[src/rtl/fact_dp_if.sv]
// Operand/strobe/result bundle between the factorial control unit and its datapath.
// The control unit (or a bench standing in for it) drives through the master modport.
interface fact_dp_if #(
    parameter int NW    = 4,
    parameter int WIDTH = 32
);
    logic [NW-1:0]    n;
    logic             cld;
    logic             cen;
    logic             s1;
    logic             ren;
    logic             ben;
    logic             greater;
    logic [WIDTH-1:0] out;
    logic             err;

    modport master (
        output n, cld, cen, s1, ren, ben,
        input  greater, out, err
    );

    modport slave (
        input  n, cld, cen, s1, ren, ben,
        output greater, out, err
    );
endinterface

[src/rtl/fact_dp.sv]
// Iterative factorial datapath: saturating down-counter, product register with
// single-cycle multiplier, sticky overflow flag and a registered result buffer.
module fact_dp #(
    parameter int NW    = 4,
    parameter int WIDTH = 32
) (
    input logic      Clk,
    input logic      Rst,
    fact_dp_if.slave bus
);
    localparam int PW = WIDTH + NW;

    logic [NW-1:0]    count_reg, count_next;
    logic [WIDTH-1:0] prod_reg, prod_next;
    logic             ovf_reg, ovf_next;
    logic [WIDTH-1:0] out_reg, out_next;
    logic             err_reg, err_next;
    logic [PW-1:0]    full_prod;

    // Full-width product so overflow can be seen in the bits above WIDTH.
    assign full_prod = PW'(prod_reg) * PW'(count_reg);

    // Load wins over decrement; decrement saturates at zero.
    always_comb begin
        count_next = count_reg;
        if (bus.cld) begin
            count_next = bus.n;
        end else if (bus.cen && (count_reg != '0)) begin
            count_next = count_reg - NW'(1);
        end
    end

    always_comb begin
        prod_next = prod_reg;
        ovf_next  = ovf_reg;
        if (bus.ren) begin
            if (bus.s1) begin
                prod_next = full_prod[WIDTH-1:0];
                ovf_next  = ovf_reg | (|full_prod[PW-1:WIDTH]);
            end else begin
                prod_next = WIDTH'(1);
                ovf_next  = 1'b0;
            end
        end
    end

    // The buffer captures the pre-edge product even when ren fires alongside.
    always_comb begin
        out_next = out_reg;
        err_next = err_reg;
        if (bus.ben) begin
            out_next = prod_reg;
            err_next = ovf_reg;
        end
    end

    always_ff @(posedge Clk) begin
        if (Rst) begin
            count_reg <= '0;
            prod_reg  <= '0;
            ovf_reg   <= 1'b0;
            out_reg   <= '0;
            err_reg   <= 1'b0;
        end else begin
            count_reg <= count_next;
            prod_reg  <= prod_next;
            ovf_reg   <= ovf_next;
            out_reg   <= out_next;
            err_reg   <= err_next;
        end
    end

    assign bus.greater = (count_reg > NW'(1));
    assign bus.out     = out_reg;
    assign bus.err     = err_reg;
endmodule

[src/flat_wrapper.sv]
// flat-port wrapper written by rule: the top's interface ports become plain ports
module fact_dp_flat 
#(
    parameter int NW    = 4,
    parameter int WIDTH = 32
)
  (Clk, Rst, bus_n, bus_cld, bus_cen, bus_s1, bus_ren, bus_ben, bus_greater, bus_out, bus_err);
  fact_dp_if #(.NW(NW), .WIDTH(WIDTH)) bus_i ();
  input logic Clk;
  input logic Rst;
  input wire logic [$bits(bus_i.n)-1:0] bus_n;
  input wire logic [$bits(bus_i.cld)-1:0] bus_cld;
  input wire logic [$bits(bus_i.cen)-1:0] bus_cen;
  input wire logic [$bits(bus_i.s1)-1:0] bus_s1;
  input wire logic [$bits(bus_i.ren)-1:0] bus_ren;
  input wire logic [$bits(bus_i.ben)-1:0] bus_ben;
  output wire logic [$bits(bus_i.greater)-1:0] bus_greater;
  output wire logic [$bits(bus_i.out)-1:0] bus_out;
  output wire logic [$bits(bus_i.err)-1:0] bus_err;
  assign bus_i.n = bus_n;
  assign bus_i.cld = bus_cld;
  assign bus_i.cen = bus_cen;
  assign bus_i.s1 = bus_s1;
  assign bus_i.ren = bus_ren;
  assign bus_i.ben = bus_ben;
  assign bus_greater = bus_i.greater;
  assign bus_out = bus_i.out;
  assign bus_err = bus_i.err;
  fact_dp #(.NW(NW), .WIDTH(WIDTH)) u_core (.Clk(Clk), .Rst(Rst), .bus(bus_i));
endmodule
[config.mk]
export PLATFORM = sky130hd
export DESIGN_NAME = fact_dp_flat
export DESIGN_NICKNAME = d
export VERILOG_FILES = /design/src/rtl/fact_dp_if.sv /design/src/rtl/fact_dp.sv /design/src/flat_wrapper.sv
export SDC_FILE = /design/constraint.sdc
export NUM_CORES = 1
export LEC_CHECK = 0
export BUFFER_PORTS_ARGS = -buffer_cell sky130_fd_sc_hd__buf_2
export CAP_MARGIN = 20
export CORE_ASPECT_RATIO = 1.2
export CORE_MARGIN = 5
export CORE_UTILIZATION = 30
export CTS_BUF_LIST = sky130_fd_sc_hd__clkbuf_4
export DETAILED_ROUTE_END_ITERATION = 6
export PLACE_DENSITY = 0.56
export SETUP_SLACK_MARGIN = 0.15
export SYNTH_ARGS = -nofsm -noshare
export SYNTH_HDL_FRONTEND = slang
export SYNTH_SLANG_ARGS = --single-unit
[constraint.sdc]
create_clock -name Clk -period 7.25 [get_ports Clk]
set_input_delay 1.0875 -clock Clk [delete_from_list [all_inputs] [get_ports Clk]]
set_output_delay 1.0875 -clock Clk [all_outputs]
set_load 0.01 [all_outputs]
**After elaboration in Yosys (flattened, before gate mapping)**

Index checks and enable logic that the tools add are counted.

- Add/subtract/negate cells: 1
- Multiply operators: 1
- Div/mod/pow operators: 0
- Magnitude comparators: 1
- Eq/ne operators: 0
- Shift-type cells: 0
- Muxes and demuxes: 4
- Bitwise logic cells: 1
- Reduce and logical (&&, ||, !) cells: 4

Operators with widths:

| operator | number |
|---|---|
| $mul 32x4->36 | 1 |
| $mux 32 | 1 |
| $mux 4 | 2 |
| $gt 4x1->1 const B | 1 |
| $reduce_bool 4->1 | 1 |
| $reduce_or 4->1 | 1 |
| $sub 4x1->4 const B | 1 |
| $reduce_bool 2->1 | 1 |
| $logic_and 1x1->1 | 1 |
| $mux 1 | 1 |
| $or 1x1->1 | 1 |

- Bits in registers: 70
- Bits in latches: 0
- Memory bits (writable): 0
- ROM bits: 0
- Input port bits: 11
- Output and inout port bits: 34
- Word-level logic and storage cells: 17
- Memories: 0

**Depth between registers and ports, before layout**

Gate-level depths: netlist (run 1).

- Word-level depth: 4
- Mapped depth: 18
- Depth with buffers taken out: 16

**Least setup slack after synthesis (run 1)**

OpenSTA, ideal clock, no wires.

- Path kind: reg-to-reg
- Start: reg u_core.count_reg[2]
- End: reg u_core.prod_reg[20]
- Setup time: 0.117 ns
- Data arrival time: 4.254 ns
- Setup slack: 2.879 ns
- Cell stages (with the launch flop): 17
- Buffers on the path: 2
- Clock period less this slack: 4.371 ns
- Cell sequence: dfxtp_1 -> clkbuf_1 -> buf_1 -> nand2_1 -> fa_1 -> inv_1 -> fa_1 -> fa_1 -> a21oi_1 -> o22ai_1 -> a311oi_2 -> nor2_2 -> o31a_1 -> o21a_1 -> o31a_1 -> or3_1 -> a32o_1

- Longest elaborated chain between the ends: 2

Ends and longest elaborated chain:

| element | line | text |
|---|---|---|
| start, declared | fact_dp.sv:13 | `logic [NW-1:0] count_reg, count_next;` |
| start signal, assigned | fact_dp.sv:65 | `count_reg <= count_next;` |
| $mul 32x4->36 | fact_dp.sv:21 | `assign full_prod = PW'(prod_reg) * PW'(count_reg);` |
| $mux 32 | fact_dp.sv:37 | `if (bus.s1) begin` |
| end signal, assigned | fact_dp.sv:66 | `prod_reg <= prod_next;` |
| end, declared | fact_dp.sv:14 | `logic [WIDTH-1:0] prod_reg, prod_next;` |

No other way between the ends.
A chain may end at the register's enable or synchronous reset.

**Final worst setup path (run 1)**

- Start: reg u_core.count_reg[2]
- End: reg u_core.ovf_reg

- Longest elaborated chain between the ends: 4

Ends and longest elaborated chain:

| element | line | text |
|---|---|---|
| $mul 32x4->36 | fact_dp.sv:21 |  |
| $reduce_or 4->1 | fact_dp.sv:39 | `ovf_next = ovf_reg \| (\|full_prod[PW-1:WIDTH]);` |
| $or 1x1->1 | fact_dp.sv:39 |  |
| $mux 1 | fact_dp.sv:37 |  |
| end signal, assigned | fact_dp.sv:67 | `ovf_reg <= ovf_next;` |
| end, declared | fact_dp.sv:15 | `logic ovf_reg, ovf_next;` |

No other way between the ends.

==> results by stage, run 1 <==
Run status:
- The flow ran to the end, and the final reports show no timing, DRC or antenna violations.

Finish:
- The area growth from synthesis to layout is 9.42%.
- The final-layout fill cell count is roughly 2400.
- In the final layout, flip-flops and latches occupy between 0.001 and 0.0015 mm^2.
- The final layout contains between 900 and 1000 nets.
- Summing all multi-input logic gate instances after layout gives about 0.0046 mm^2.
- Of the cells placed in the final design, the portion with a size suffix greater than 1 is 0.0846.

Timing:
- The count of pins over their slew limit is 0.
- Headroom to the max-slew limit came out at 0.275.
- The final cycle utilization of the critical path is 0.626.
- For the pin with the worst max-slew slack, the measured transition is 1.09 ns.
- For the final routed database, the setup TNS stands at 0 ns.
- Based on the critical path, the design can be clocked at up to about 220 MHz.
- The number of hold violations in the final report is 0.
- The worst path in the final design needs a cycle of approximately 4.5 ns, including I/O delays and setup.
- The worst setup skew after layout is 0.0407 ns.
- On the final layout, the worst hold slack is between 0.5 and 0.6 ns.
- The final-report setup violation count is 0.
- Setup repair after global routing left no endpoint under its margin.

Logic synthesis:
- Of the total synthesized cell area, the portion taken by AND, OR, NAND and NOR gates is 0.213.
- The synthesized netlist contains 57 unique library cells.
- The post-synthesis xor/xnor area fraction is 0.0330.
- Synthesis handed over a netlist of between 800 and 900 instances.
- Of the post-synthesis cell area, the part taken by muxes is 0.0513.
- The number of enable flip-flop cells after synthesis is 0.
- A synthesized cell averages between 8 and 9 um^2.
- The most used flip-flop cell after synthesis is dfxtp_1.
- Yosys printed 0 warnings.
- Of the total synthesized cell area, the portion taken by full adders, half adders and majority gates is 0.260.
- The main combinational cell family by area after synthesis is adder cells.
- When the netlist entered floorplanning its net count stood at slightly above 900.
- The part of the Yosys area used for sequential elements is 0.211.
- For this run, asynchronously set or reset flops after synthesis account for 0.
- The post-synthesis compound-gate area fraction is 0.143.
- Summing every instance area after synthesis gives 0.00663 mm^2.
- The synthesis-stage register bit count is 70.

Power and ir drop:
- The power consumption is roughly 0.76 mW.
- The share of total power in the clock network is 0.400.
- Power spread over the standard cell area amounts to 105 mW/mm^2.
- The switching power is ~0.22 mW.
- Of the total power, combinational logic draws 0.089.
- Of the total power, the share spent switching nets is 0.287.
- The share of total power dissipated in sequential elements is 0.511.
- VDD sags by at most a little under 0.00008 V.
- The static leakage is approximately 3.6 nW.
- The internal portion of the total power is about 0.54 mW.

CTS:
- The number of hold buffers added after CTS is 0.
- The deepest clock path buffer count is 2.
- The total setup buffers inserted after CTS is 0.
- TritonCTS created 9 clock buffers.
- After clock tree synthesis, the clock-pin slew on the worst setup and hold paths is approximately 0.15 ns.
- The number of gates resized after CTS is 0.
- The clock tree root buffer cell is clkbuf_4.
- The H-tree was split into 3 levels.
- The CTS tree is built.
- The number of clock sinks is 70.
- The later pin in the worst-skew pair is clocked with a latency of 0.48 ns.

Worst setup path:
- The top fanout value on the critical path is 35.
- The critical path is of the register to register type.
- The most numerous cell type found on the critical path is fa_1.
- The worst register-to-register path has a depth of 15.
- The required time reported for the critical path endpoint is about 7.6 ns.
- At the worst endpoint, the arrival time is just under 5 ns.
- The endpoint of the most critical register-to-register path is u_core.ovf_reg$_SDFFE_PP0P_.
- Among all stages on the critical path, the largest delay is contributed by fa_1.
- The critical path goes through buf_4 > nand2_1 > fa_1 > inv_1 > fa_1 > fa_1 > a21oi_1 > o22ai_1 > a311oi_2 > nor2_2 > a2111oi_4 > o31ai_1 > a311o_1 > a211oi_1 > a311oi_1.
- For this run, the slowest stage of the critical path takes around 0.52 ns.
- The endpoint type of the worst setup path is a register.
- The minimum setup slack among reg-to-reg paths is around 2.7 ns.
- The worst setup path is launched from a register.
- The worst register-to-register path begins at u_core.count_reg[2]$_SDFFE_PP0P_.

Detailed routing:
- The average wire length per cell after detail routing is approximately 15 um.
- In the routed design, unresolved DRC markers number 0.
- The detailed router finished its first iteration with approximately 300 violations.
- The detail route stage leaves a number of antenna-violating nets equal to 0.
- Across all layers, the routed design uses 5369 vias.
- After detailed routing, the total wire length is ~16000 um.
- Using the TritonRoute via totals, the vias-per-cell ratio works out to just under 5.
- The number of detailed-routing iterations run before antenna repair is 4.

Global route:
- The via count of the first global-routing pass is 5577.
- The overflow left after global routing is 0.
- The number of antenna violations at the first check in global routing came to 0.
- The overall routing resource usage is 0.134.
- The first global-routing pass estimated approximately 28000 um of wire.
- Entering global routing, the biggest net connects ~70 pins.

Placed design:
- The number of port buffers is 44.
- At the end of routability-driven placement, the weighted congestion stood at 0.802.
- Detailed placement finished with a half-perimeter wire length of roughly 12000 um.

Floorplanning:
- The floorplan die height is approximately 170 um.
- The floorplan step defined a core boundary enclosing roughly 0.022 mm^2.
- between 40 and 50 I/O pins were placed.
- Measured along the x axis, the die boundary spans approximately 150 um.
- The initial standard-cell utilization of the core is 0.306.
- The floorplan has 59 rows.
- The die covers roughly 0.025 mm^2.

Flow run:
- The number of violations of the max-capacitance limit is 0.

Min path:
- The path with the worst hold slack has its endpoint at u_core.bus.out[31]$_SDFFE_PP0P_.
- The number of instances on the worst hold path is 2.
- The startpoint of the most critical hold path is u_core.bus.out[31]$_SDFFE_PP0P_.
- The worst hold path belongs to the class register to register.
layer usage:
layer  global-route usage  wire length [um]
met4               0.0315               168
met3               0.0241               493
met2                0.234              8210
met1                0.173              7610
met5                    0                 0
power groups by stage:
stage	registers, mW	clock network (mW)	logic (mW)
3_5_place_dp	0.397	0	0.0689
4_1_cts	0.389	0.317	0.0690
5_1_grt	0.389	0.332	0.0756
3_3_place_gp	0.397	0	0.0685
6_report	0.388	0.304	0.0674
2_1_floorplan	0.398	0	0.0438
how the worst max path moves through the flow:
stage,startpoint,end,slack [ns]
finish,u_core.count_reg[2]$_SDFFE_PP0P_,u_core.ovf_reg$_SDFFE_PP0P_,2.71
floorplan,u_core.count_reg[2]$_SDFFE_PP0P_,u_core.prod_reg[20]$_SDFFE_PP0P_,2.88
CTS,u_core.count_reg[2]$_SDFFE_PP0P_,u_core.ovf_reg$_SDFFE_PP0P_,2.69
detailed placement,u_core.count_reg[2]$_SDFFE_PP0P_,u_core.ovf_reg$_SDFFE_PP0P_,2.69
global route,u_core.count_reg[2]$_SDFFE_PP0P_,u_core.ovf_reg$_SDFFE_PP0P_,2.38
global placement,u_core.count_reg[2]$_SDFFE_PP0P_,u_core.ovf_reg$_SDFFE_PP0P_,2.73
kinds of logic after synthesis:
logic type	Yosys count
and+or+nand+nor	283
buffers and inverters	155
AOI/OAI and AO/OA	140
adders and majority gates	102
DFF	70
muxes	34
xor gates and xnor gates	25
synth_stat cells, types with 5 or more instances:
master,number,area share
a21o_1,13,0.015
a21oi_1,44,0.033
a22oi_1,17,0.019
and2_1,93,0.088
clkbuf_1,29,0.016
dfxtp_1,70,0.21
fa_1,60,0.18
ha_1,42,0.079
inv_1,119,0.067
mux2i_1,34,0.051
nand2_1,62,0.035
nand2b_1,8,0.0075
nand3_1,13,0.0098
nand4_1,5,0.0047
nor2_1,81,0.046
o21a_1,5,0.0057
o21ai_0,20,0.015
o21bai_1,5,0.0057
xnor2_1,13,0.017
xor2_1,12,0.016
through the flow:
step,area (um^2),std cells,util,worst slack [ns]
after floorplan,6630,809,-,2.88
after global placement,7100,1097,0.327,2.73
after detailed placement,7100,1097,0.327,2.69
after CTS,7250,1113,0.334,2.69
after global routing,7250,1113,0.334,2.38
final,7260,1115,0.334,2.71
layout make-up:
cell class / instances / share of cell area
Inverter: 120 / 0.0621
Clock inverter: 7 / 0.0121
Multi-Input combinational cell: 584 / 0.640
Clock buffer: 9 / 0.00931
Tap cell: 274 / 0.0472
Antenna cell: 2 / 0.000690
Sequential cell: 70 / 0.193
Timing Repair Buffer: 49 / 0.0355
placed cells by master, fill, tap and decap left out, drive strengths merged, types with 4 or more instances in the layout:
master | synthesis | final
clkbuf | 29 | 9
a21o | 13 | 13
and3 | 4 | 4
buf | 6 | 49
a22oi | 17 | 17
xnor2 | 13 | 13
nand4 | 5 | 5
mux2i | 34 | 34
dfxtp | 70 | 70
a21oi | 46 | 46
o21a | 5 | 5
o21ai | 21 | 21
or3 | 5 | 5
o21bai | 5 | 5
xor2 | 12 | 12
nand2b | 8 | 8
clkinv | 1 | 4
nand2 | 62 | 62
inv | 119 | 120
ha | 42 | 42
nor2 | 82 | 82
and2 | 93 | 93
nand3 | 13 | 13
fa | 60 | 60
worst max-delay path: cells and delay by family, from the launching register on:
kind / cells / cell delay (ns)
AOI/OAI and AO/OA: 8 / 1.93
adders and majority gates: 3 / 1.52
buffers and inverters: 2 / 0.38
DFF: 1 / 0.32
and+or+nand+nor: 2 / 0.26
Note: power is estimated with default switching activity, not from simulation.
==> inputs of run 2 (changes only) <==
- clock period: 7.25 -> 4.6 ns (I/O delays scaled with it)
==> run 2 against run 1 <==
Effect of this change:
- first-iteration DRC count grew 31%
- wire length grew 1.4%
- clock skew shrank 0.013 ns
- fmax grew 6.6%
- setup slack lost 2.4 ns
- non-clock buffer count grew 5
- via count grew 0.97%
- power grew 58%
- register-to-register slack lost 2.4 ns
- sequential power grew 59%
- largest cell class unchanged
- largest power group unchanged
- highest routed layer unchanged
==> results by stage, run 2 (synthesis gave the netlist of run 1 again) <==
Placed design:
- The placed instance count was 1101 (+0.36%).
- The final estimated routing congestion in global placement came to 0.809 (+0.87%).
- The number of port buffers is 44 (unchanged).
- The half-perimeter wire length after placement came to 12300 um (+4.1%).

Min path:
- The min-delay analysis places its worst path in the category input port to register.

CTS:
- The number of hold buffers added after CTS came to 0 (unchanged).
- The CTS tree is built.
- The clock transition at the registers of the reported paths is 0.11 ns (-0.04 ns).
- The number of clock sinks is 70 (unchanged).
- The deepest clock path buffer count is 2 (unchanged).
- The total number of H-tree levels is 3 (unchanged).
- The total CTS buffers is 9 (unchanged).
- The latest clock arrival within the worst-skew pair was 0.48 ns (about the same).
- The total setup buffers inserted after CTS was 0 (unchanged).
- The clock tree root buffer cell is clkbuf_4.

Worst setup path:
- The count of cells along the worst register-to-register path is 15 (unchanged).
- The arrival time of data at the critical path endpoint is 4.63 ns (-0.25 ns).
- The endpoint of the most critical register-to-register path is u_core.prod_reg[20]$_SDFFE_PP0P_.
- The minimum setup slack among reg-to-reg paths is 0.34 ns (-2.37 ns).
- The required time reported for the critical path endpoint was 4.97 ns (-2.62 ns).
- The worst setup path is captured at a register.
- The startpoint type of the worst setup path is a register.
- The top fanout value on the critical path is 9 (-74%).
- The endpoint of the most critical setup path is u_core.prod_reg[20]$_SDFFE_PP0P_.
- The setup path with the least slack is of type register to register.
- The worst flop-to-flop path startpoint is u_core.count_reg[3]$_SDFFE_PP0P_.
- The startpoint of the most critical setup path is u_core.count_reg[3]$_SDFFE_PP0P_.

Detailed routing:
- The average wire length per cell after detail routing was 14.9 um (+1.2%).
- The number of detailed-routing iterations run before antenna repair came to 4 (unchanged).
- The final routed DRC violation total is 0 (unchanged).
- The average via count per standard cell is 4.85 (+0.70%).
- The first-iteration detailed-routing DRC count is 394 (+31%).
- The post-detailed-route count of antenna-violating nets came to 0 (unchanged).
- The via total after detailed routing is 5421 (+0.97%).
- The post-detailed-routing wire length was 16700 um (+1.4%).

Power and ir drop:
- The static leakage is 3.59 nW (+0.70%).
- The largest voltage drop on the vdd net is 0.000101 V (+29%).
- The power consumption came to 1.20 mW (+58%).
- The ratio of total power to cell area is 162 mW/mm^2 (+54%).

Finish:
- The final-layout fill cell count is 2325 (-1.7%).
- The number of standard cells in the layout, taps in and fillers out was 1118 (+0.27%).
- In the layout the commonest cells are 119 x inv_1, 93 x and2_1, 81 x nor2_1, 69 x dfxtp_1, 62 x nand2_1.
- Leaving out fill and tap cells, the most frequent cell in the layout is inv_1.
- The area growth from synthesis to layout is 11.7%.
- The total number of nets in the final design is 952 (+0.53%).
- The layout cell share with drive strength beyond 1 came to 0.104 (+0.0198).

Timing:
- The transition time at the pin with the least slew margin is 1.06 ns (-0.0257 ns).
- The highest achievable clock rate was 235 MHz (+6.6%).
- The count of pins over their slew limit is 0 (unchanged).
- The final cycle utilization of the critical path was 0.926 (+0.300).
- The worst setup skew after layout is 0.0279 ns (-0.0128 ns).
- The final-report setup violation count came to 0 (unchanged).
- The minimum period implied by the final worst setup slack is 4.26 ns (-0.280 ns).
- Setup repair after global routing left no endpoint under its margin.
- The setup TNS was 0 ns (unchanged).
- The remaining max-slew budget at the tightest pin is 0.292 (+0.0171).
- The number of hold violations in the final report is 0 (unchanged).

Global route:
- The global-route track usage on met3 is 0.0293 (+0.00524).
- The global-route met1 utilization is 0.177 (+0.00442).
- The number of antenna violations at the first check in global routing is 1 (+1).
- The via count of the first global-routing pass was 5609 (+0.57%).
- The maximum number of pins on one net before global-route repair is 38 (-44%).
- The global routing stage identified its most utilized layer as met2.
- The global-route wire length before repair came to 28500 um (+1.4%).
- The overflow left after global routing is 0 (unchanged).
- The global routing met2 resource utilization is 0.231 (-0.00306).
- The overall routing resource usage is 0.136 (+0.00199).

Floorplanning:
- The area inside the core boundary is 0.0217 mm^2 (unchanged).
- The die area is 0.0252 mm^2 (unchanged).
- The number of ports placed on the die boundary is 45 (unchanged).
- The initial standard-cell utilization of the core is 0.306 (unchanged).
- The width of the die was 146 um (unchanged).
- The floorplan die height is 173 um (unchanged).
- The number of standard-cell rows in the floorplan is 59 (unchanged).

Flow run:
- The number of violations of the max-capacitance limit came to 0 (unchanged).

Run status:
- The run finished with clean final reports.
run 2: cell count changes in the layout (fill, tap and decap cells not counted), sizes merged:
cell and delta:
buf +4, clkinv -1, diode -1, clkbuf +2, inv -1
run 2: worst min path at each step:
stage                                               start                               end  slack [ns]  cells after the start
after detailed placement  u_core.bus.out[17]$_SDFFE_PP0P_   u_core.bus.out[17]$_SDFFE_PP0P_        0.48                      2
after CTS                                        bus_n[2]  u_core.count_reg[2]$_SDFFE_PP0P_        0.43                      3
after global placement     u_core.bus.out[4]$_SDFFE_PP0P_    u_core.bus.out[4]$_SDFFE_PP0P_        0.47                      2
after floorplan           u_core.prod_reg[3]$_SDFFE_PP0P_   u_core.prod_reg[3]$_SDFFE_PP0P_        0.46                      2
final                                            bus_n[2]  u_core.count_reg[2]$_SDFFE_PP0P_        0.46                      3
after global routing                             bus_n[0]  u_core.count_reg[0]$_SDFFE_PP0P_        0.46                      3
run 2: layout make-up:
type                    instances  area (um^2)  share of cell area
multi-input cells             584         4730               0.639
flip-flops and latches         70         1400               0.189
inverters                     120          450              0.0608
well taps                     274          343              0.0463
repair buffers                 54          324              0.0438
clock buffers                  10         75.1              0.0101
clock inverters                 5         75.1              0.0101
diodes                          1         2.50            0.000338
run 2: repair_timing:
item	CTS	global route
setup endpoints to repair	0	4
endpoints found under the hold margin	0	0
resized for setup	0	17
run 2: power breakdown:
| group | internal (mW) | total [mW] | switching, mW |
|---|---|---|---|
| clock network | 0.220 | 0.469 | 0.249 |
| registers | 0.610 | 0.615 | 0.00491 |
| logic | 0.0341 | 0.114 | 0.0795 |
| total | 0.864 | 1.20 | 0.333 |
run 2: routing by layer:
| metal | share of wire | vias to the layer above | routed length (um) |
|---|---|---|---|
| met5 | 0 | - | 0 |
| met4 | 0.011 | 0 | 189 |
| met3 | 0.032 | 15 | 529 |
| met2 | 0.50 | 79 | 8310 |
| met1 | 0.46 | 2645 | 7680 |
| li1 | - | 2682 | - |
run 2: worst max-delay path: stages (launching register included):
cell	delay, ns
dfxtp_2	0.40
buf_6	0.16
nand2_1	0.08
fa_1	0.53
inv_1	0.06
fa_2	0.49
fa_1	0.48
a21oi_2	0.18
o22ai_1	0.14
a311oi_2	0.30
nor2_4	0.11
o31a_1	0.27
o21a_1	0.19
o31a_1	0.25
or3_1	0.31
a32o_1	0.24
run 2: metrics by stage:
step | setup slack, ns | hold slack (ns) | util | instance area [um^2]
global route | 0.145 | 0.457 | 0.341 | 7400
floorplan | 0.229 | 0.465 | - | 6630
detailed placement | 0.193 | 0.476 | 0.329 | 7150
CTS | 0.175 | 0.430 | 0.336 | 7300
global placement | 0.235 | 0.468 | 0.329 | 7150
finish | 0.339 | 0.462 | 0.341 | 7400
